## config.mk

```make
export PLATFORM = sky130hd
export DESIGN_NAME = lsu_bus_bridge_flat
export DESIGN_NICKNAME = d
export VERILOG_FILES = /design/src/rtl/lsu_bus_bridge_if.sv /design/src/rtl/lsu_bus_bridge.sv /design/src/flat_wrapper.sv
export SDC_FILE = /design/constraint.sdc
export NUM_CORES = 1
export LEC_CHECK = 0
export ABC_CLOCK_PERIOD_IN_PS = 2100
export CAP_MARGIN = 20
export CORE_AREA = 8 8 180 182
export DETAILED_ROUTE_END_ITERATION = 10
export DIE_AREA = 0 0 188 190
export DONT_BUFFER_PORTS = 1
export MAX_ROUTING_LAYER = met4
export PLACE_DENSITY = 0.6
export SLEW_MARGIN = 30
export SYNTH_ARGS = -nofsm -noshare
export SYNTH_HDL_FRONTEND = slang
export SYNTH_SLANG_ARGS = --single-unit
export TNS_END_PERCENT = 100
```

## constraint.sdc

```tcl
create_clock -name i_clk -period 2.1 [get_ports i_clk]
set_input_delay 0.315 -clock i_clk [delete_from_list [all_inputs] [get_ports i_clk]]
set_output_delay 0.315 -clock i_clk [all_outputs]
set_load 0.03 [all_outputs]
```

## src/rtl/lsu_bus_bridge_if.sv

```systemverilog
// Bundle of every handshake and bus signal around the LSU bus bridge.
//   req_*  : memory-stage request (valid/ready, store flag, address, data, size, unsigned)
//   resp_* : response back to the memory stage (valid/ready, extended load data, error)
//   ar/r   : AXI4-Lite-style read address and read data channels
//   aw/w/b : AXI4-Lite-style write address, write data and write response channels
// Modport master is the bridge's view; modport slave is the environment's view
// (memory stage plus data memory).
interface lsu_bus_bridge_if #(
  parameter int unsigned ADDR_W = 64
) ();
  logic              req_valid;
  logic              req_ready;
  logic              req_wen;
  logic [ADDR_W-1:0] req_addr;
  logic [63:0]       req_wdata;
  logic [3:0]        req_dwhb;
  logic              req_unsigned;

  logic              resp_valid;
  logic              resp_ready;
  logic [63:0]       resp_rdata;
  logic              resp_err;

  logic [ADDR_W-1:0] araddr;
  logic              arvalid;
  logic              arready;
  logic [63:0]       rdata;
  logic [1:0]        rresp;
  logic              rvalid;
  logic              rready;

  logic [ADDR_W-1:0] awaddr;
  logic              awvalid;
  logic              awready;
  logic [63:0]       wdata;
  logic [7:0]        wstrb;
  logic              wvalid;
  logic              wready;
  logic [1:0]        bresp;
  logic              bvalid;
  logic              bready;

  modport master (
    input  req_valid, req_wen, req_addr, req_wdata, req_dwhb, req_unsigned,
    output req_ready,
    output resp_valid, resp_rdata, resp_err,
    input  resp_ready,
    output araddr, arvalid, rready,
    input  arready, rdata, rresp, rvalid,
    output awaddr, awvalid, wdata, wstrb, wvalid, bready,
    input  awready, wready, bresp, bvalid
  );

  modport slave (
    output req_valid, req_wen, req_addr, req_wdata, req_dwhb, req_unsigned,
    input  req_ready,
    input  resp_valid, resp_rdata, resp_err,
    output resp_ready,
    input  araddr, arvalid, rready,
    output arready, rdata, rresp, rvalid,
    input  awaddr, awvalid, wdata, wstrb, wvalid, bready,
    output awready, wready, bresp, bvalid
  );
endinterface

```

## src/rtl/lsu_bus_bridge.sv

```systemverilog
// Load/store bus bridge: takes one load or store at a time from the memory stage,
// issues it as an 8-byte-aligned AXI4-Lite-style read or write, and returns the
// lane-extracted, sign/zero-extended load data or the store completion.
// Misaligned accesses and non-one-hot sizes are answered with an error without
// touching the bus; nonzero rresp/bresp are also reported as errors.
// Ports:
//   i_clk   : clock, rising edge
//   i_rst_n : asynchronous active-low reset
//   io_bus  : lsu_bus_bridge_if.master carrying request, response and bus channels
module lsu_bus_bridge #(
  parameter int unsigned ADDR_W = 64,
  parameter int unsigned DATA_W = 64
) (
  input logic              i_clk,
  input logic              i_rst_n,
  lsu_bus_bridge_if.master io_bus
);

  typedef enum logic [2:0] {StIdle, StAr, StR, StAwW, StB, StRsp} state_e;

  state_e              r_state, w_state_d;
  logic [ADDR_W-1:0]   r_addr, w_addr_d;
  logic [2:0]          r_sh, w_sh_d;
  logic [3:0]          r_size, w_size_d;
  logic                r_uns, w_uns_d;
  logic [DATA_W-1:0]   r_wdata, w_wdata_d;
  logic [DATA_W/8-1:0] r_wstrb, w_wstrb_d;
  logic                r_awvalid, w_awvalid_d;
  logic                r_wvalid, w_wvalid_d;
  logic [DATA_W-1:0]   r_rdata, w_rdata_d;
  logic                r_err, w_err_d;

  logic              w_onehot, w_misalign;
  logic [7:0]        w_size_mask;
  logic [63:0]       w_rshift, w_ldata;

  // Request decode, evaluated against the live request while idle.
  assign w_onehot   = (io_bus.req_dwhb != 4'b0) &&
                      ((io_bus.req_dwhb & (io_bus.req_dwhb - 4'd1)) == 4'b0);
  assign w_misalign = (io_bus.req_dwhb[3] && (io_bus.req_addr[2:0] != 3'b0)) ||
                      (io_bus.req_dwhb[2] && (io_bus.req_addr[1:0] != 2'b0)) ||
                      (io_bus.req_dwhb[1] && io_bus.req_addr[0]);

  always_comb begin
    if (io_bus.req_dwhb[3])      w_size_mask = 8'hFF;
    else if (io_bus.req_dwhb[2]) w_size_mask = 8'h0F;
    else if (io_bus.req_dwhb[1]) w_size_mask = 8'h03;
    else                         w_size_mask = 8'h01;
  end

  // Load lane extraction uses the captured shift/size, so the raw bus word can
  // be consumed directly in the rvalid cycle.
  assign w_rshift = io_bus.rdata >> {r_sh, 3'b000};

  always_comb begin
    w_ldata = w_rshift;
    if (r_size[0]) begin
      w_ldata = r_uns ? {56'b0, w_rshift[7:0]} : {{56{w_rshift[7]}}, w_rshift[7:0]};
    end else if (r_size[1]) begin
      w_ldata = r_uns ? {48'b0, w_rshift[15:0]} : {{48{w_rshift[15]}}, w_rshift[15:0]};
    end else if (r_size[2]) begin
      w_ldata = r_uns ? {32'b0, w_rshift[31:0]} : {{32{w_rshift[31]}}, w_rshift[31:0]};
    end
  end

  always_comb begin
    w_state_d   = r_state;
    w_addr_d    = r_addr;
    w_sh_d      = r_sh;
    w_size_d    = r_size;
    w_uns_d     = r_uns;
    w_wdata_d   = r_wdata;
    w_wstrb_d   = r_wstrb;
    w_awvalid_d = r_awvalid;
    w_wvalid_d  = r_wvalid;
    w_rdata_d   = r_rdata;
    w_err_d     = r_err;
    unique case (r_state)
      StIdle: begin
        if (io_bus.req_valid) begin
          w_addr_d = {io_bus.req_addr[ADDR_W-1:3], 3'b000};
          w_sh_d   = io_bus.req_addr[2:0];
          w_size_d = io_bus.req_dwhb;
          w_uns_d  = io_bus.req_unsigned;
          if (!w_onehot || w_misalign) begin
            w_err_d   = 1'b1;
            w_rdata_d = '0;
            w_state_d = StRsp;
          end else if (io_bus.req_wen) begin
            w_wdata_d   = io_bus.req_wdata << {io_bus.req_addr[2:0], 3'b000};
            w_wstrb_d   = w_size_mask << io_bus.req_addr[2:0];
            w_awvalid_d = 1'b1;
            w_wvalid_d  = 1'b1;
            w_state_d   = StAwW;
          end else begin
            w_state_d = StAr;
          end
        end
      end
      StAr: begin
        if (io_bus.arready) w_state_d = StR;
      end
      StR: begin
        if (io_bus.rvalid) begin
          w_err_d   = (io_bus.rresp != 2'b00);
          w_rdata_d = (io_bus.rresp != 2'b00) ? '0 : w_ldata;
          w_state_d = StRsp;
        end
      end
      StAwW: begin
        // AW and W complete independently; leave once neither is still pending.
        if (r_awvalid && io_bus.awready) w_awvalid_d = 1'b0;
        if (r_wvalid && io_bus.wready)   w_wvalid_d  = 1'b0;
        if (!w_awvalid_d && !w_wvalid_d) w_state_d   = StB;
      end
      StB: begin
        if (io_bus.bvalid) begin
          w_err_d   = (io_bus.bresp != 2'b00);
          w_rdata_d = '0;
          w_state_d = StRsp;
        end
      end
      StRsp: begin
        if (io_bus.resp_ready) w_state_d = StIdle;
      end
      default: w_state_d = StIdle;
    endcase
  end

  always_ff @(posedge i_clk or negedge i_rst_n) begin
    if (!i_rst_n) begin
      r_state   <= StIdle;
      r_addr    <= '0;
      r_sh      <= '0;
      r_size    <= '0;
      r_uns     <= 1'b0;
      r_wdata   <= '0;
      r_wstrb   <= '0;
      r_awvalid <= 1'b0;
      r_wvalid  <= 1'b0;
      r_rdata   <= '0;
      r_err     <= 1'b0;
    end else begin
      r_state   <= w_state_d;
      r_addr    <= w_addr_d;
      r_sh      <= w_sh_d;
      r_size    <= w_size_d;
      r_uns     <= w_uns_d;
      r_wdata   <= w_wdata_d;
      r_wstrb   <= w_wstrb_d;
      r_awvalid <= w_awvalid_d;
      r_wvalid  <= w_wvalid_d;
      r_rdata   <= w_rdata_d;
      r_err     <= w_err_d;
    end
  end

  // All outputs come from the state register or data registers only.
  assign io_bus.req_ready  = (r_state == StIdle);
  assign io_bus.arvalid    = (r_state == StAr);
  assign io_bus.rready     = (r_state == StR);
  assign io_bus.bready     = (r_state == StB);
  assign io_bus.resp_valid = (r_state == StRsp);
  assign io_bus.araddr     = r_addr;
  assign io_bus.awaddr     = r_addr;
  assign io_bus.awvalid    = r_awvalid;
  assign io_bus.wvalid     = r_wvalid;
  assign io_bus.wdata      = r_wdata;
  assign io_bus.wstrb      = r_wstrb;
  assign io_bus.resp_rdata = r_rdata;
  assign io_bus.resp_err   = r_err;

endmodule
```

## src/flat_wrapper.sv

```systemverilog
// flat-port wrapper written by rule: the top's interface ports become plain ports
module lsu_bus_bridge_flat 
#(
  parameter int unsigned ADDR_W = 64,
  parameter int unsigned DATA_W = 64
)
  (i_clk, i_rst_n, io_bus_req_valid, io_bus_req_wen, io_bus_req_addr, io_bus_req_wdata, io_bus_req_dwhb, io_bus_req_unsigned, io_bus_req_ready, io_bus_resp_valid, io_bus_resp_rdata, io_bus_resp_err, io_bus_resp_ready, io_bus_araddr, io_bus_arvalid, io_bus_rready, io_bus_arready, io_bus_rdata, io_bus_rresp, io_bus_rvalid, io_bus_awaddr, io_bus_awvalid, io_bus_wdata, io_bus_wstrb, io_bus_wvalid, io_bus_bready, io_bus_awready, io_bus_wready, io_bus_bresp, io_bus_bvalid);
  lsu_bus_bridge_if #(.ADDR_W(ADDR_W)) io_bus_i ();
  input logic i_clk;
  input logic i_rst_n;
  input wire logic [$bits(io_bus_i.req_valid)-1:0] io_bus_req_valid;
  input wire logic [$bits(io_bus_i.req_wen)-1:0] io_bus_req_wen;
  input wire logic [$bits(io_bus_i.req_addr)-1:0] io_bus_req_addr;
  input wire logic [$bits(io_bus_i.req_wdata)-1:0] io_bus_req_wdata;
  input wire logic [$bits(io_bus_i.req_dwhb)-1:0] io_bus_req_dwhb;
  input wire logic [$bits(io_bus_i.req_unsigned)-1:0] io_bus_req_unsigned;
  output wire logic [$bits(io_bus_i.req_ready)-1:0] io_bus_req_ready;
  output wire logic [$bits(io_bus_i.resp_valid)-1:0] io_bus_resp_valid;
  output wire logic [$bits(io_bus_i.resp_rdata)-1:0] io_bus_resp_rdata;
  output wire logic [$bits(io_bus_i.resp_err)-1:0] io_bus_resp_err;
  input wire logic [$bits(io_bus_i.resp_ready)-1:0] io_bus_resp_ready;
  output wire logic [$bits(io_bus_i.araddr)-1:0] io_bus_araddr;
  output wire logic [$bits(io_bus_i.arvalid)-1:0] io_bus_arvalid;
  output wire logic [$bits(io_bus_i.rready)-1:0] io_bus_rready;
  input wire logic [$bits(io_bus_i.arready)-1:0] io_bus_arready;
  input wire logic [$bits(io_bus_i.rdata)-1:0] io_bus_rdata;
  input wire logic [$bits(io_bus_i.rresp)-1:0] io_bus_rresp;
  input wire logic [$bits(io_bus_i.rvalid)-1:0] io_bus_rvalid;
  output wire logic [$bits(io_bus_i.awaddr)-1:0] io_bus_awaddr;
  output wire logic [$bits(io_bus_i.awvalid)-1:0] io_bus_awvalid;
  output wire logic [$bits(io_bus_i.wdata)-1:0] io_bus_wdata;
  output wire logic [$bits(io_bus_i.wstrb)-1:0] io_bus_wstrb;
  output wire logic [$bits(io_bus_i.wvalid)-1:0] io_bus_wvalid;
  output wire logic [$bits(io_bus_i.bready)-1:0] io_bus_bready;
  input wire logic [$bits(io_bus_i.awready)-1:0] io_bus_awready;
  input wire logic [$bits(io_bus_i.wready)-1:0] io_bus_wready;
  input wire logic [$bits(io_bus_i.bresp)-1:0] io_bus_bresp;
  input wire logic [$bits(io_bus_i.bvalid)-1:0] io_bus_bvalid;
  assign io_bus_i.req_valid = io_bus_req_valid;
  assign io_bus_i.req_wen = io_bus_req_wen;
  assign io_bus_i.req_addr = io_bus_req_addr;
  assign io_bus_i.req_wdata = io_bus_req_wdata;
  assign io_bus_i.req_dwhb = io_bus_req_dwhb;
  assign io_bus_i.req_unsigned = io_bus_req_unsigned;
  assign io_bus_req_ready = io_bus_i.req_ready;
  assign io_bus_resp_valid = io_bus_i.resp_valid;
  assign io_bus_resp_rdata = io_bus_i.resp_rdata;
  assign io_bus_resp_err = io_bus_i.resp_err;
  assign io_bus_i.resp_ready = io_bus_resp_ready;
  assign io_bus_araddr = io_bus_i.araddr;
  assign io_bus_arvalid = io_bus_i.arvalid;
  assign io_bus_rready = io_bus_i.rready;
  assign io_bus_i.arready = io_bus_arready;
  assign io_bus_i.rdata = io_bus_rdata;
  assign io_bus_i.rresp = io_bus_rresp;
  assign io_bus_i.rvalid = io_bus_rvalid;
  assign io_bus_awaddr = io_bus_i.awaddr;
  assign io_bus_awvalid = io_bus_i.awvalid;
  assign io_bus_wdata = io_bus_i.wdata;
  assign io_bus_wstrb = io_bus_i.wstrb;
  assign io_bus_wvalid = io_bus_i.wvalid;
  assign io_bus_bready = io_bus_i.bready;
  assign io_bus_i.awready = io_bus_awready;
  assign io_bus_i.wready = io_bus_wready;
  assign io_bus_i.bresp = io_bus_bresp;
  assign io_bus_i.bvalid = io_bus_bvalid;
  lsu_bus_bridge #(.ADDR_W(ADDR_W), .DATA_W(DATA_W)) u_core (.i_clk(i_clk), .i_rst_n(i_rst_n), .io_bus(io_bus_i));
endmodule
```

---- Yosys cells after proc, flatten, opt, wreduce, memory -nomap -nowiden ----
Index checks and enable logic that the tools add are counted.
operators by class
  add/sub/neg operators ................... 1
  $mul .................................... 0
  div/mod/pow operators ................... 0
  magnitude comparators ................... 0
  equality and inequality tests ........... 14
  shift-type cells ........................ 3
  muxes and demuxes ....................... 38
  bitwise operators ....................... 2
  reduce and logical (&&, ||, !) cells .... 27
operators by type and width
  kind                                                                     number
  64-bit 2-to-1 mux                                                        11
  64-bit case mux with 3 select lines                                      1
  64-bit by 6-bit left shift with 64-bit output                            1
  64-bit by 6-bit >> shifter with 64-bit output                            1
  3-bit 2-to-1 mux                                                         7
  3-bit case mux with 6 select lines                                       1
  2-bit by 1-bit inequality test with 1-bit output, second input constant  6
  1-bit 2-to-1 mux                                                         11
  8-bit 2-to-1 mux                                                         1
  4-bit AND reduction                                                      2
  2-bit nonzero test                                                       4
  8-bit by 3-bit left shift with 8-bit output                              1
  1-bit logical AND                                                        7
  3-bit by 2-bit == test with 1-bit output, second input constant          2
  3-bit == test, second input constant                                     2
  2-bit inequality test, second input constant                             3
  6-bit AND reduction                                                      1
  3-bit nonzero test                                                       2
  5-bit AND reduction                                                      1
  4-bit bitwise AND                                                        1
  4-bit logical NOT                                                        1
  2-bit 2-to-1 mux                                                         2
  4-bit 2-to-1 mux                                                         1
  1-bit case mux with 2 select lines                                       2
  other kinds (9)                                                          13
word-level totals
  flip-flop bits (word level) ............. 210
  bits in latches ......................... 0
  bits in writable memories ............... 0
  memory bits (read-only) ................. 0
  input port bits ......................... 211
  output and inout port bits .............. 272
  logic and storage cells ................. 96
  memories ................................ 0

---- Depth between registers and ports, before layout ----
Gate-level depths: netlist (run 1).
  word-level depth ........................ 9
  mapped depth ............................ 8

---- Worst setup path after synthesis (run 1) ----
No wires, ideal clock.
  path kind ............................... register to register
  start point ............................. reg u_core.r_state[1]
  end point ............................... reg u_core.r_addr[10], in the netlist u_core.io_bus.araddr[10]
  library setup time ...................... 125 ps
  arrival ................................. 2549 ps
  data required time ...................... 1975 ps
  path slack .............................. -574 ps
  stages on the path, launching flop included .. 7
  period minus slack after synthesis ...... 2674 ps
  path through ............................ dfrtp_1 > clkbuf_1 > nor3_1 > and2_1 > clkbuf_1 > clkbuf_1 > mux2_2
on the way
  cells in the longest elaborated chain, start to end .. 2
ends and longest elaborated chain
  what                           line                   text
  start, declared                lsu_bus_bridge.sv:21   state_e r_state, w_state_d;
  start signal, assigned         lsu_bus_bridge.sv:132  r_state <= StIdle;
  start signal, assigned         lsu_bus_bridge.sv:144  r_state <= w_state_d;
  3-bit logical NOT              --
  named net io_bus_req_ready     flat_wrapper.sv:17     output wire logic [$bits(io_bus_i.req_ready)-1:0] io_bus_req_ready;
  2-bit AND reduction (no line)  --
  end signal, assigned           lsu_bus_bridge.sv:145  r_addr <= w_addr_d;
  end, declared                  lsu_bus_bridge.sv:22   logic [ADDR_W-1:0] r_addr, w_addr_d;
The timed path passes the listed nets, and every way through them passes these cells.
A chain may end at the register's enable or synchronous reset.

---- Worst setup path after layout (run 1) ----
  start point ............................. reg u_core.r_sh[0]
  end point ............................... reg u_core.r_rdata[27], in the netlist u_core.io_bus.resp_rdata[27]
on the way
  cells in the longest elaborated chain, start to end .. 8
ends and longest elaborated chain
  what                                               line                   text
  start, declared                                    lsu_bus_bridge.sv:23   logic [2:0] r_sh, w_sh_d;
  start signal, assigned                             lsu_bus_bridge.sv:146  r_sh <= w_sh_d;
  64-bit by 6-bit >> shifter with 64-bit output (*)  lsu_bus_bridge.sv:53   assign w_rshift = io_bus.rdata >> {r_sh, 3'b000};
  64-bit 2-to-1 mux                                  lsu_bus_bridge.sv:62   w_ldata = r_uns ? {32'b0, w_rshift[31:0]} : {{32{w_rshift[31]}}, w_rshift[31:0]};
  64-bit 2-to-1 mux                                  lsu_bus_bridge.sv:61   end else if (r_size[2]) begin
  64-bit 2-to-1 mux                                  lsu_bus_bridge.sv:59   end else if (r_size[1]) begin
  64-bit 2-to-1 mux (*)                              lsu_bus_bridge.sv:57   if (r_size[0]) begin
  64-bit 2-to-1 mux (*)                              lsu_bus_bridge.sv:106  w_rdata_d = (io_bus.rresp != 2'b00) ? '0 : w_ldata;
  64-bit 2-to-1 mux (*)                              lsu_bus_bridge.sv:104  if (io_bus.rvalid) begin
  64-bit case mux with 3 select lines (*)            lsu_bus_bridge.sv:78   unique case (r_state)
  end signal, assigned                               lsu_bus_bridge.sv:153  r_rdata <= w_rdata_d;
  end, declared                                      lsu_bus_bridge.sv:30   logic [DATA_W-1:0] r_rdata, w_rdata_d;
Mark *: on every way between the ends. The rest lies on a longest branch, timed or not. The select of a mux whose other input is x is not followed.

==> metrics, run 1 <==
status complete, but fails checks; failing checks negative hold slack, negative setup slack; Die W 188 µm; drt drc 0; Routed WL per cell 27.4 µm; Fin Hold WS -0.527 ns; WS Path Type flip-flop to flip-flop; max_cap viols 0; worst-margin pin slew 0.993 ns; Yosys top cell by area dfrtp_1; EDFF count, synth 0; Detail Route Antenna Nets 0; DRT Pass-1 Iters 7; Yosys cell types 53; Die Y 190 µm; DRC marker count from the first detailed-route iteration 789; Worst setup EP type flip-flop; power per cell area 1570 nW/µm²; starting density of the core 0.404; P_leak 0.00607 µW; Clock Latency Late Sink 0.54 ns; met2 WL post-DR 21,000 µm; DR top layer met4; Worst Path Arrival 2.56 ns; top cell type's share of synthesized area 0.442; # hold bufs at CTS 83; Worst Hold Class input pin to asynchronous set/reset pin; Num CTS Buffers 26; fraction of layout cells with a size suffix above 1 0.206; synthesis-to-finish area growth 18.0%; commonest non-fill, non-tap cell in the layout dfrtp_1; VDD IR-drop max 678 µV; share of the yosys chip area belonging to registers 0.442; GRT overflow 0; CTS Root Cell clkbuf_16; Ports 483; Cells after Synth 1,158; die area 35,700 µm²; CTS H-tree depth 1; Synth warnings 0; vias in the first global route 9,634; ys flop type dfrtp_1; antenna violations before repair 4; vias 9,576; Synth area leaders dfrtp_1 (44%), mux2_2 (8.5%), nand2_1 (5.8%); Post-DP HPWL 31,500 µm; Cell Area, Synth 11,900 µm²; final setup fails 25; most frequent cells in the layout dfrtp_1 (207), nand2_1 (183), o21ai_0 (97), mux2_2 (89), dlygate4sd3_1 (83); Clock Tree Buf Depth 3; CP Launch Type flip-flop; minimum clock period 2.15 ns; synthesized flop and latch total 210; first-pass GRT wire length 64,700 µm; largest net degree at the start of global routing 211; asr flop ratio synth 1.00; Sink Count 210; worst setup margin -0.0456 ns; Final Hold Viols 210; syn avg cell area 10.3 µm²; Worst EP required 2.51 ns; Row Count 63; final worst path period share 1.02; Detailed Route WL 43,700 µm; clock skew 0.0215 ns; Fmax 466 MHz; Buffers on Ports 0; Core Region 29,400 µm²; clock slew at reported path FFs 0.06 ns; GP Congestion 0.925; nets@finish 1,394; post-route setup TNS -0.467 ns; Slew HR 0.336; unrepaired setup endpoints after global routing true; CTS tree yes; M1 WL 15,900 µm; met3 WL 4950 µm; Vias/cell 6.00; All-Layer GR Usage 0.240; fin. max-slew vios 0; crit path max fanout 8
registers in the layout (all words and copies together), names as in the netlist:
register / flops
u_core.io_bus.resp_rdata: 64
u_core.io_bus.wdata: 64
u_core.io_bus.araddr: 61
u_core.io_bus.wstrb: 8
u_core.r_sh: 3
u_core.r_size: 3
u_core.r_state: 3
u_core.io_bus.awvalid: 1
u_core.io_bus.resp_err: 1
u_core.io_bus.wvalid: 1
u_core.r_uns: 1
Yosys cell counts (5+ instances only):
| master | number |
|---|---|
| nor2_1 | 46 |
| o21a_1 | 12 |
| a31oi_1 | 10 |
| a22oi_1 | 8 |
| buf_1 | 11 |
| o21ai_0 | 97 |
| buf_2 | 28 |
| nand2b_1 | 8 |
| nand2_1 | 183 |
| a32o_1 | 5 |
| a211oi_1 | 18 |
| a221o_1 | 50 |
| buf_4 | 67 |
| nor2b_1 | 17 |
| a22o_1 | 5 |
| o2bb2ai_1 | 15 |
| mux2i_1 | 68 |
| dfrtp_1 | 210 |
| inv_1 | 10 |
| mux4_2 | 24 |
| clkbuf_1 | 53 |
| a21oi_1 | 27 |
| o31ai_1 | 29 |
| mux2_2 | 90 |
| o22ai_1 | 5 |
per-stage QoR:
| stage | total power [µW] | util | cell area (µm²) | cells | setup slack (ns) |
|---|---|---|---|---|---|
| after global placement | 16800 | 0.412 | 12100 | 1454 | 0.0336 |
| after floorplan | 15400 | - | 11900 | 1163 | -0.142 |
| after CTS | 21900 | 0.472 | 13900 | 1587 | -0.0297 |
| final | 22000 | 0.477 | 14000 | 1596 | -0.0456 |
| after detailed placement | 17000 | 0.412 | 12100 | 1454 | -0.0239 |
| after global routing | 23100 | 0.477 | 14000 | 1596 | -0.129 |
worst max-delay path: stages, from the launching register on:
cell,delay [ns]
dfrtp_2,0.45
mux4_2,0.53
mux2_4,0.29
and3_4,0.20
a41o_4,0.28
a221o_1,0.28
per-layer routing:
layer	vias to the layer above	track usage
met1	4693	0.265
li1	4231	-
met3	102	0.0910
met5	-	-
met4	0	0.104
met2	550	0.386
layout make-up:
type	count	area (µm²)
inverter	13	52.6
timing repair buffer	153	1510
clock buffer	36	759
multi-input combinational	779	5790
clock inverter	12	149
tap	390	488
antenna	3	7.51
fill	2722	15400
sequential	210	5260
path summary, 6_finish.rpt:
kind	startpoint	endpoint	slack, ns	cells past startpoint
setup / recovery	u_core.r_sh[0]	u_core.io_bus.resp_rdata[27]	-0.05	5
hold / removal	i_rst_n	u_core.io_bus.resp_rdata[58]	-0.53	0
setup reg to reg	u_core.r_sh[0]	u_core.io_bus.resp_rdata[27]	-0.05	5
hold reg to reg	u_core.r_uns	u_core.r_uns	0.65	2
max in group asynchronous	i_rst_n	u_core.io_bus.wdata[46]	2.13	0
min in group i_clk	io_bus_rdata[63]	u_core.io_bus.resp_rdata[63]	0.03	3
power breakdown:
part / internal [µW] / switching [µW]
sequential: 5280 / 5280
combinational: 3270 / 3520
clock: 2900 / 1780
total: 11400 / 10600
logic make-up after synthesis:
| kind of cell | Yosys count | synth area share |
|---|---|---|
| buf+inv | 175 | 0.0813 |
| simple gates | 277 | 0.0989 |
| other cells | 1 | 0.000316 |
| flops | 210 | 0.442 |
| compound gates | 309 | 0.185 |
| mux | 186 | 0.192 |
repair_timing:
action                                 4_1_cts  5_1_grt
resized for setup                            2       18
endpoints found under the hold margin      312      210
gates cloned                                 1        2
setup endpoints to repair                   16       56
pin swaps                                    0        1
buffers inserted                             1        4
No activity file was read; power rests on OpenSTA's default activity.
==> inputs of run 2 (changes only) <==
- GPL_ROUTABILITY_DRIVEN: default -> 0
==> results of run 2 <==
The final DEF is identical to that of run 1; final timing and power are the same.
